$ cat src/rtl/mul32_shiftadd.sv
// Sequential 32x32 unsigned shift-add multiplier.
// One partial product per cycle through sll32; sticky exact overflow.

module sll32 (
  input  logic [31:0] a,
  input  logic [4:0]  sh,
  output logic [31:0] y,
  output logic        cout
);

  logic [63:0] w_wide;

  // widen before shifting so dropped bits stay visible for cout
  always_comb begin
    w_wide = {32'd0, a} << sh;
    y      = w_wide[31:0];
    cout   = |w_wide[63:32];
  end

endmodule

module mul32_shiftadd (
  input  logic        clk,
  input  logic        rst_n,
  input  logic        start,
  input  logic [31:0] a,
  input  logic [31:0] b,
  output logic        busy,
  output logic        done,
  output logic [31:0] product,
  output logic        ovf
);

  typedef enum logic [1:0] {
    S_IDLE = 2'd0,
    S_RUN  = 2'd1,
    S_DONE = 2'd2
  } state_t;

  state_t      r_state;
  state_t      w_state_nxt;
  logic [31:0] r_ma;
  logic [31:0] r_mb;
  logic [31:0] r_acc;
  logic        r_ovf_s;
  logic [4:0]  r_idx;

  logic [31:0] w_shifted;
  logic        w_cout;
  logic [32:0] w_sum;
  logic        w_sel;
  logic        w_last;
  logic [31:0] w_acc_nxt;
  logic        w_ovf_nxt;

  sll32 u_sll (
    .a    (r_ma),
    .sh   (r_idx),
    .y    (w_shifted),
    .cout (w_cout)
  );

  // one step of the shift-add recurrence
  always_comb begin
    w_sum     = {1'b0, r_acc} + {1'b0, w_shifted};
    w_sel     = r_mb[r_idx];
    w_last    = (r_idx == 5'd31);
    w_acc_nxt = r_acc;
    w_ovf_nxt = r_ovf_s;
    if (w_sel) begin
      w_acc_nxt = w_sum[31:0];
      w_ovf_nxt = r_ovf_s | w_cout | w_sum[32];
    end
  end

  // state register
  always_ff @(posedge clk) begin
    if (!rst_n) r_state <= S_IDLE;
    else        r_state <= w_state_nxt;
  end

  // next-state logic
  always_comb begin
    w_state_nxt = r_state;
    unique case (r_state)
      S_IDLE: if (start) w_state_nxt = S_RUN;
      S_RUN:  if (w_last) w_state_nxt = S_DONE;
      S_DONE: w_state_nxt = start ? S_RUN : S_IDLE;
      default: w_state_nxt = S_IDLE;
    endcase
  end

  // datapath and registered outputs
  always_ff @(posedge clk) begin
    if (!rst_n) begin
      r_ma    <= '0;
      r_mb    <= '0;
      r_acc   <= '0;
      r_ovf_s <= 1'b0;
      r_idx   <= '0;
      busy    <= 1'b0;
      done    <= 1'b0;
      product <= '0;
      ovf     <= 1'b0;
    end else begin
      busy <= (w_state_nxt == S_RUN);
      done <= (w_state_nxt == S_DONE);
      unique case (r_state)
        S_IDLE, S_DONE: begin
          if (start) begin
            r_ma    <= a;
            r_mb    <= b;
            r_acc   <= '0;
            r_ovf_s <= 1'b0;
            r_idx   <= '0;
          end
        end
        S_RUN: begin
          r_acc   <= w_acc_nxt;
          r_ovf_s <= w_ovf_nxt;
          r_idx   <= r_idx + 5'd1;
          if (w_last) begin
            product <= w_acc_nxt;
            ovf     <= w_ovf_nxt;
          end
        end
        default: ;
      endcase
    end
  end

endmodule

$ cat config.mk
export PLATFORM = sky130hd
export DESIGN_NAME = mul32_shiftadd
export DESIGN_NICKNAME = d
export VERILOG_FILES = /design/src/rtl/mul32_shiftadd.sv
export SDC_FILE = /design/constraint.sdc
export NUM_CORES = 1
export LEC_CHECK = 0
export ABC_AREA = 1
export CORE_ASPECT_RATIO = 0.9
export CORE_MARGIN = 3
export CORE_UTILIZATION = 40
export CTS_CLUSTER_DIAMETER = 40
export DETAILED_ROUTE_END_ITERATION = 10
export PLACE_DENSITY = 0.66
export SLEW_MARGIN = 15
export SYNTH_ARGS = -nofsm -noshare
export SYNTH_HDL_FRONTEND = slang
export SYNTH_HIERARCHICAL = 1
export SYNTH_SLANG_ARGS = --single-unit
$ cat constraint.sdc
create_clock -name clk -period 7.45 [get_ports clk]
set_input_delay 0.745 -clock clk [delete_from_list [all_inputs] [get_ports clk]]
set_output_delay 0.745 -clock clk [all_outputs]
set_load 0.03 [all_outputs]
==> results.rst <==
.. list-table::
   :header-rows: 1

   * - Metric
     - Value
   * - Outcome
     - finished clean
   * - Final HPWL from detailed placement
     - 23500 um
   * - Fill cell count
     - 2655
   * - Sequential share of the synthesized area
     - 27.6%
   * - Share of the synthesized area in the top cell type
     - 27.6%
   * - Most frequently used cell type in the post-synthesis netlist
     - sky130_fd_sc_hd__nand2_1
   * - Root Buffer Master
     - sky130_fd_sc_hd__clkbuf_16
   * - Instance area at placement
     - between 10000 and 15000 um^2
   * - Number of library cell types mapped by synthesis
     - 44
   * - Minimum clock period
     - 4.24 ns
   * - Nets
     - between 1500 and 2000
   * - First-pass detailed-route iteration total
     - 6
   * - Initial Utilization
     - 41.0%
   * - Total setup violations reported at the end of the flow
     - 0
   * - Total number of clock tree sinks
     - approximately 140
   * - Number of buffers inserted for hold repair after clock tree synthesis
     - 0
   * - CP Capture Type
     - register
   * - Leading register cell type out of synthesis
     - sky130_fd_sc_hd__dfxtp_1
   * - Cell depth of the worst hold path
     - 2
   * - Layout cell share with drive strength beyond 1
     - 4.19%
   * - Global-route wire length before repair
     - 51100 um
   * - Total number of vias
     - 10700
   * - Number of instances in the synthesized netlist
     - approximately 1700
   * - Clock network latency to the later pin of the worst-skew pair
     - 0.44 ns
   * - Total non-filler cell area in the finished layout
     - 11700 um^2
   * - P_leak
     - 5.50 nW
   * - Total CTS buffers
     - 17
   * - Antenna diodes
     - 0
   * - Antenna violations before repair
     - 0
   * - Max-cap violations
     - 0
   * - Via count of the first global-routing pass
     - approximately 9800
   * - Per-cell routed wire length
     - between 10 and 15 um
   * - CP Class
     - register to register
   * - Number of warnings issued by yosys
     - 6
   * - Placement Rows
     - 54
   * - Start point of the worst min-delay path
     - product[8]
   * - Total design power
     - 2.17 mW
   * - Worst IR drop on VDD
     - 0.000147 V
   * - Number of buffers added for setup after CTS
     - 0
   * - Number of gates resized after cts
     - 0
   * - Overall die height
     - between 150 and 200 um
   * - Min-Delay Endpoint
     - product[8]
   * - Total routing usage reported by global routing
     - 23.3%
   * - Remaining antenna violation count
     - 0
   * - I/O pins
     - 102
   * - Cell-by-cell trace of the critical path
     - buf_4 > nor2_1 > nand2_1 > nor2_1 > a31oi_1 > nand2_1 > o21ai_0 > nor2_1 > ha_1 > nand2_1 > nor2_1 > and3_1 > nand2_1 > nand2_1 > nand2_1 > nand3_1 > nand3_1 > nand2_1 > nand2_1 > nand2_1 > inv_1
   * - Number of input and output port buffers inserted
     - 101
   * - R2r setup slk
     - 3.21 ns
   * - Slowest cell on the critical path
     - sky130_fd_sc_hd__dfxtp_2
   * - Setup Total Neg Slack
     - 0 ns
   * - Number of enable-type register cells in the synthesized netlist
     - 0
   * - Post-synth top area cell
     - sky130_fd_sc_hd__dfxtp_1
   * - Number of levels the H-tree was split into
     - 4
   * - Aggregate routed wire length
     - 31300 um
   * - Sequential cell area
     - around 2800 um^2
   * - Cell depth of the worst flop-to-flop path
     - 21
   * - Path class of the lowest-slack min-delay path
     - register to register
   * - Register bit count reported by yosys
     - approximately 140
   * - Nature of the critical path startpoint
     - register
   * - Post-synth top cells
     - sky130_fd_sc_hd__nand2_1 (608), sky130_fd_sc_hd__nand3_1 (215), sky130_fd_sc_hd__nor2_1 (204), sky130_fd_sc_hd__inv_1 (186), sky130_fd_sc_hd__dfxtp_1 (139)
   * - Layout area overhead
     - 15.9%
   * - Synth async-reset ratio
     - 0%
   * - Clock tree from TritonCTS
     - done
   * - Clock Path Buffers
     - 2
   * - Max_slew headroom
     - a little under a third
   * - Req. time, crit path
     - 7.78 ns
   * - First DRT Iteration DRCs
     - 892
   * - Multi-input combinational cell area
     - 6120 um^2
   * - Ranking of synthesized cells by area
     - sky130_fd_sc_hd__dfxtp_1 (28%), sky130_fd_sc_hd__nand2_1 (23%), sky130_fd_sc_hd__nand3_1 (11%), sky130_fd_sc_hd__nor2_1 (7.6%), sky130_fd_sc_hd__inv_1 (6.9%)
   * - Vias per std cell
     - between 5 and 6
   * - Clock slew at reported path FFs
     - around 0.060 ns
   * - Slew @ Worst Pin
     - 1.03 ns
   * - Maximum fanout count along the critical path
     - 33
   * - Upper clock frequency limit
     - roughly 240 MHz
   * - Peak per-stage delay on the critical path
     - 0.58 ns
   * - Total grt overflow
     - 0
   * - DIE AREA
     - 27100 um^2
   * - Largest net degree at the start of global routing
     - 84
   * - RSZ-0062 raised after global routing
     - no
   * - Post-route worst hold slack
     - 0.448 ns
   * - Power density over the cells
     - 186 nW/um^2
   * - Final Hold Vio Count
     - 0
   * - Clk_skew
     - 0.0177 ns
   * - Horiz. Die Dim
     - 173 um
   * - Last weighted congestion value of the routability-driven placer
     - 0.990
   * - Max-slew violation count
     - 0
   * - End of the worst register-to-register path
     - product[30]
   * - Arrival time reported for the critical path endpoint
     - 4.57 ns
   * - Total DRC errors in the routed layout
     - 0
   * - Final core utilization
     - 47.6%
   * - Reg-to-reg startpoint
     - r_idx[0]
   * - Most repeated library cell on the critical path
     - sky130_fd_sc_hd__nand2_1
   * - Final worst-path cycle share
     - 56.9%
   * - Synthesized cell area
     - around 10000 um^2
   * - Mean cell area of the mapped netlist
     - between 5 and 6 um^2
   * - Floorplan core area
     - roughly 25000 um^2
   * - Synthesized Nets
     - between 1500 and 2000
worst max-delay path: cells and delay by family, from the launching register on:
kind	cells	cell delay, ns
adders and majority gates	1	0.43
DFF	1	0.58
and+or+nand+nor	16	2.04
AOI/OAI and AO/OA	2	0.60
buffers and inverters	2	0.47
power breakdown:
| group | total, mW | internal (mW) | switching [mW] |
|---|---|---|---|
| registers | 0.816 | 0.784 | 0.0320 |
| clock network | 0.814 | 0.460 | 0.354 |
| logic | 0.543 | 0.186 | 0.357 |
| total | 2.17 | 1.43 | 0.743 |
worst max-delay path by stage:
stage,startpoint,end,slack [ns],cells past startpoint
after floorplan,r_idx[4],product[30],4.68,19
after global placement,r_idx[0],product[30],3.33,21
after detailed placement,r_idx[0],product[30],3.31,21
after CTS,r_idx[0],product[30],3.29,21
after global routing,r_idx[0],product[30],2.85,21
final,r_idx[0],product[30],3.21,21
area by class of cell:
cell class | count | area share [%]
Multi-Input combinational cell | 1317 | 52.4
Sequential cell | 139 | 23.9
Timing Repair Buffer | 108 | 9.07
Inverter | 195 | 6.36
Clock buffer | 19 | 3.71
Tap cell | 336 | 3.60
Clock inverter | 12 | 0.986
cells by family after synthesis:
kind of cell / count (synthesis) / synth area share, %
buffers and inverters: 275 / 11.7
XOR/XNOR: 15 / 1.31
AO/OA/AOI/OAI: 180 / 9.87
flip-flops: 139 / 27.6
AND/OR/NAND/NOR: 1087 / 45.1
adder cells (fa/ha/maj): 35 / 4.42
through the flow:
step / cells / setup slack, ns
after CTS: 2126 / 3.29
final: 2126 / 3.21
after detailed placement: 2095 / 3.31
after global placement: 2095 / 3.33
after global routing: 2126 / 2.85
after floorplan: 1731 / 4.68
flip-flops by register name, summed over array words and instances (netlist names):
register	count
r_ovf_s	1
product	32
busy	1
r_idx	5
ovf	1
r_ma	32
done	1
r_mb	32
r_acc	32
r_state	2
per-layer routing:
metal,vias up,wire [um],share of wire [%],GRT usage [%]
met3,30,1980,6.3,3.88
met5,-,0,0,0
met1,4786,16100,51,34.5
li1,5566,-,-,-
met4,0,413,1.3,5.40
met2,280,12800,41,35.4
layout by cell type, fill, tap and decap left out, types with 13 or more instances in the layout:
cell type                         synthesis  layout
sky130_fd_sc_hd__o21ai_0                 88      88
sky130_fd_sc_hd__nand3_2                 13      13
sky130_fd_sc_hd__dfxtp_1                139     138
sky130_fd_sc_hd__nand2_1                608     607
sky130_fd_sc_hd__ha_1                    34      34
sky130_fd_sc_hd__o21a_1                  13      13
sky130_fd_sc_hd__nand3_1                215     215
sky130_fd_sc_hd__a21oi_1                 54      54
sky130_fd_sc_hd__nor2_1                 204     202
sky130_fd_sc_hd__xnor2_1                 15      15
sky130_fd_sc_hd__clkdlybuf4s50_1          0     100
sky130_fd_sc_hd__clkbuf_16                0      17
sky130_fd_sc_hd__nor3_1                  17      17
sky130_fd_sc_hd__inv_1                  186     186
Note: power is estimated with default switching activity, not from simulation.
